## config.mk

```make
export PLATFORM = sky130hd
export DESIGN_NAME = if_id_stage
export DESIGN_NICKNAME = d
export VERILOG_FILES = /design/src/rtl/if_id_stage.sv
export SDC_FILE = /design/constraint.sdc
export NUM_CORES = 1
export LEC_CHECK = 0
export BUFFER_PORTS_ARGS = -buffer_cell sky130_fd_sc_hd__buf_2
export CORE_UTILIZATION = 29
export CTS_BUF_LIST = sky130_fd_sc_hd__clkbuf_8 sky130_fd_sc_hd__clkbuf_16
export DETAILED_ROUTE_END_ITERATION = 10
export SYNTH_ARGS = -nofsm -noshare
export SYNTH_HDL_FRONTEND = slang
export SYNTH_SLANG_ARGS = --single-unit
export TNS_END_PERCENT = 50
```

## constraint.sdc

```tcl
create_clock -name clk -period 1.55 [get_ports clk]
set_input_delay 0.31 -clock clk [delete_from_list [all_inputs] [get_ports clk]]
set_output_delay 0.31 -clock clk [all_outputs]
set_load 0.03 [all_outputs]
```

## src/rtl/if_id_stage.sv

```systemverilog
// IF/ID pipeline register with a two-entry skid buffer: ready is fully registered, throughput is
// one instruction per cycle, and a flush kills every held instruction.
module if_id_stage #(
  parameter int unsigned            ADDR_W   = 16,
  parameter int unsigned            INST_W   = 16,
  parameter logic [INST_W-1:0]      NOP_INST = '0,
  parameter int unsigned            CNT_W    = 16
) (
  input  logic              clk,
  input  logic              rst,
  input  logic              flush_i,
  input  logic              in_valid_i,
  output logic              in_ready_o,
  input  logic [ADDR_W-1:0] instAddr_i,
  input  logic [INST_W-1:0] inst_i,
  output logic              out_valid_o,
  input  logic              out_ready_i,
  output logic [ADDR_W-1:0] instAddr_o,
  output logic [INST_W-1:0] inst_o,
  output logic [CNT_W-1:0]  stall_cnt_o
);

  localparam logic [CNT_W-1:0] CntMax = {CNT_W{1'b1}};

  logic              main_valid_q, main_valid_d;
  logic [ADDR_W-1:0] main_addr_q, main_addr_d;
  logic [INST_W-1:0] main_inst_q, main_inst_d;
  logic              skid_valid_q, skid_valid_d;
  logic [ADDR_W-1:0] skid_addr_q, skid_addr_d;
  logic [INST_W-1:0] skid_inst_q, skid_inst_d;
  logic [CNT_W-1:0]  stall_q, stall_d;

  logic in_xfer, out_xfer;

  // Ready depends only on skid occupancy, so out_ready_i never reaches in_ready_o.
  assign in_xfer  = in_valid_i & ~skid_valid_q;
  assign out_xfer = main_valid_q & out_ready_i;

  always_comb begin
    main_valid_d = main_valid_q;
    main_addr_d  = main_addr_q;
    main_inst_d  = main_inst_q;
    skid_valid_d = skid_valid_q;
    skid_addr_d  = skid_addr_q;
    skid_inst_d  = skid_inst_q;

    if (flush_i) begin
      main_valid_d = 1'b0;
      skid_valid_d = 1'b0;
    end else if (!main_valid_q || out_xfer) begin
      if (skid_valid_q) begin
        main_valid_d = 1'b1;
        main_addr_d  = skid_addr_q;
        main_inst_d  = skid_inst_q;
        skid_valid_d = in_xfer;
        if (in_xfer) begin
          skid_addr_d = instAddr_i;
          skid_inst_d = inst_i;
        end
      end else begin
        main_valid_d = in_xfer;
        // Address is kept on invalidation so instAddr_o shows the last instruction.
        if (in_xfer) begin
          main_addr_d = instAddr_i;
          main_inst_d = inst_i;
        end
      end
    end else if (in_xfer) begin
      skid_valid_d = 1'b1;
      skid_addr_d  = instAddr_i;
      skid_inst_d  = inst_i;
    end
  end

  always_comb begin
    stall_d = stall_q;
    if (main_valid_q && !out_ready_i && (stall_q != CntMax)) begin
      stall_d = stall_q + CNT_W'(1);
    end
  end

  always_ff @(posedge clk or negedge rst) begin
    if (!rst) begin
      main_valid_q <= 1'b0;
      main_addr_q  <= '0;
      main_inst_q  <= NOP_INST;
      skid_valid_q <= 1'b0;
      skid_addr_q  <= '0;
      skid_inst_q  <= NOP_INST;
      stall_q      <= '0;
    end else begin
      main_valid_q <= main_valid_d;
      main_addr_q  <= main_addr_d;
      main_inst_q  <= main_inst_d;
      skid_valid_q <= skid_valid_d;
      skid_addr_q  <= skid_addr_d;
      skid_inst_q  <= skid_inst_d;
      stall_q      <= stall_d;
    end
  end

  assign in_ready_o  = ~skid_valid_q;
  assign out_valid_o = main_valid_q;
  assign instAddr_o  = main_addr_q;
  assign inst_o      = main_valid_q ? main_inst_q : NOP_INST;
  assign stall_cnt_o = stall_q;

endmodule

```

==> impl_metrics.csv <==
group,metric,value,unit
setup_path,crit_type,"flip-flop to primary output",
outcome,outcome,"finished clean",
setup_path,worstPathRequired,1.24,ns
route,vias,2665,
finish,final_cell_mix,"69 x dfrtp_1, 68 x buf_2, 34 x nor2_1",
sta,fin_crit,1.535,ns
route,wl_per_cell,14.40,um
placement,dp_hpwl,5805,um
clock_network,htreeDepth,3,
flow_run,drv_cap,0,
clock_network,cts_tree,"built",
floorplan,die_y,116.5,um
synthesis,synth.distinct_cells,37,
sta,finalMaxSlewViolations,0,
synthesis,yosys_warnings,0,
grt,grt_antenna_before_repair,0,
grt,grt_overflow,0,
route,drt_pass1_iterations,4,
floorplan,die-area,0.01358,mm^2
setup_path,slowest_delay,0.43,ns
pwr,p_leak,2.225,nW
route,viasPerCell,4.494,
finish,drive_above_1_share,0.4941,
route,final_antenna_net_count,0,
setup_path,path_max_fanout,17,
placement,post-place-ws,0.05001,ns
finish,seq_area,0.002068,mm^2
finish,multi_input_area,0.001660,mm^2
route,drcViolationCount,0,
setup_path,worstPathCellList,"buf_8 -> and2_1 -> buf_6",
floorplan,die_w,116.5,um
synthesis,avgSynthCellArea,12.68,um^2
clock_network,clk_pin_slew,0.06,ns
clock_network,clockBufferDepth,2,
setup_path,critPathCaptureType,"primary output",
finish,post-route-util,0.4026,
clock_network,cts_made_buffers,9,
synthesis,synth_seq_cells,82,
placement,io_buffer_count,86,
sta,rsz0062_at_grt,"yes",
sta,tightest_slew,0.4980,ns
floorplan,io_pins,87,
finish,nNetsFinal,454,
placement,placed_cells,574,
pwr,power,6.244,mW
sta,layout_setup_ws,0.01532,ns
sta,setup_viol,0,
pwr,power_density,1219,mW/mm^2
finish,final-instance-count-excl-fill,593,
finish,area_growth,34.67,%
finish,layout_commonest_cell,"dfrtp_1",
min_path,worstHoldPathType,"primary input to flip-flop",
pwr,ir_drop,0.4295,mV
clock_network,clock_tree.root_cell,"clkbuf_16",
setup_path,critPathLaunchType,"flip-flop",
placement,gp_congestion,0.7565,
floorplan,start_util,0.2990,
grt,grt_max_degree,44,
synthesis,synthesis.area,0.003804,mm^2
finish,final_area,0.005122,mm^2
route,drt-total-wl,8542,um
grt,grt_pass1_vias,2759,
finish,fillCellCount,1288,
synthesis,synth_cells,300,
sta,whs,0.1996,ns
sta,maxSlewHeadroom,0.6680,
grt,grt_pass1_wl,13720,um
clock_network,clk_latency,0.34,ns
sta,fin_tns_setup,0,ns
sta,clock_skew,0.005467,ns
floorplan,core-area,0.01272,mm^2
finish,antennaDiodeCount,0,
sta,period_share,0.9901,
sta,timing.final.hold_violations,0,
sta,fmax,651.6,MHz
synthesis,syn_nets,338,
floorplan,rows,41,
synthesis,ys_seq_area_frac,0.5395,
route,drt_iter0_drc,88,
clock_network,clock-sinks,82,
setup_path,cp_slowest_cell,"dfrtp_2",
grt,grt.total_usage,0.1375,
setup_path,arrival,1.22,ns
placement,placed_cell_area,0.004674,mm^2
path summary, 6_finish.rpt:
kind	from	endpoint	slack, ns	depth (start not counted)
max	out_valid_o	inst_o[10]	0.02	3
min	instAddr_i[11]	skid_addr_q[11]	0.20	2
max reg2reg	stall_cnt_o[0]	stall_cnt_o[1]	0.04	6
min reg2reg	stall_cnt_o[4]	stall_cnt_o[4]	0.48	1
max in group asynchronous	rst	skid_valid_q	0.58	3
min in group asynchronous	rst	main_inst_q[12]	0.47	3
area by class of cell:
class / count / share of cell area
Timing Repair Buffer: 119 / 0.1776
Inverter: 1 / 0.0007328
Sequential cell: 82 / 0.4038
Multi-Input combinational cell: 203 / 0.3241
Clock buffer: 10 / 0.04665
Clock inverter: 6 / 0.005129
Tap cell: 172 / 0.04201
synthesized netlist by cell type:
| master | n | area share |
|---|---|---|
| nor2_4 | 2 | 0.0059 |
| dfrtp_1 | 82 | 0.54 |
| and2_4 | 1 | 0.0023 |
| a31oi_1 | 2 | 0.0033 |
| mux2_2 | 14 | 0.041 |
| nor2_2 | 1 | 0.0016 |
| xor2_1 | 2 | 0.0046 |
| a41oi_1 | 1 | 0.0023 |
| o21ai_0 | 1 | 0.0013 |
| nand4_1 | 7 | 0.012 |
| o311ai_1 | 1 | 0.0023 |
| nor3_1 | 1 | 0.0013 |
| nand2b_2 | 1 | 0.0023 |
| nor3_4 | 2 | 0.0086 |
| nand3_4 | 1 | 0.0046 |
| nand2_1 | 5 | 0.0049 |
| clkbuf_1 | 1 | 0.00099 |
| nor3b_1 | 1 | 0.0020 |
| a31oi_4 | 1 | 0.0056 |
| buf_2 | 4 | 0.0053 |
| a21oi_2 | 28 | 0.064 |
| xnor2_1 | 8 | 0.018 |
| nand2b_1 | 1 | 0.0016 |
| buf_6 | 6 | 0.018 |
| mux2_4 | 1 | 0.0039 |
| buf_4 | 3 | 0.0059 |
| and2_1 | 17 | 0.028 |
| ha_1 | 1 | 0.0033 |
| nor2_1 | 35 | 0.035 |
| mux2_1 | 21 | 0.062 |
| inv_1 | 1 | 0.00099 |
| nand3_1 | 6 | 0.0079 |
| mux2i_1 | 32 | 0.084 |
| and2b_4 | 1 | 0.0026 |
| nand2_2 | 1 | 0.0016 |
| and4_4 | 1 | 0.0030 |
| a21oi_1 | 6 | 0.0079 |
where the power goes:
part	internal, mW	switching [mW]
Combinational	0.663	0.854
Clock	1.10	0.829
Sequential	2.57	0.231
Total	4.33	1.91
critical path: cells and delay by family, from the launching register on:
family | cells | cell delay (ns)
AND/OR/NAND/NOR | 1 | 0.15
flip-flops | 1 | 0.43
buffers and inverters | 2 | 0.30
routing by layer:
| layer | routed length [um] | GRT usage | vias up |
|---|---|---|---|
| met3 | 428 | 0.04255 | 12 |
| met1 | 3753 | 0.1615 | 1312 |
| met2 | 4206 | 0.2292 | 62 |
| met5 | 0 | 0 | - |
| met4 | 153 | 0.06410 | 0 |
| li1 | - | - | 1279 |
cells by family (layout without fill, tap and decap cells):
group,count (synthesis),count (layout),share of synthesized area
AO/OA/AOI/OAI,40,40,0.08717
AND/OR/NAND/NOR,84,84,0.1243
flip-flops,82,82,0.5395
XOR/XNOR,10,10,0.02303
adder cells (fa/ha/maj),1,1,0.003289
buffers and inverters,15,136,0.03092
multiplexers,68,68,0.1918
state kept, by name, indices dropped and copies added (netlist names):
signal        flops
skid_valid_q      1
skid_addr_q      16
main_inst_q      16
out_valid_o       1
instAddr_o       16
stall_cnt_o      16
skid_inst_q      16
what timing repair did:
item	in CTS	in global routing
pin swaps	0	0
gates cloned	1	0
setup endpoints to repair	17	20
gates resized for setup	35	8
buffers inserted	0	1
hold buffers	1	0
endpoints found under the hold margin	43	0
Note: power is estimated with default switching activity, not from simulation.
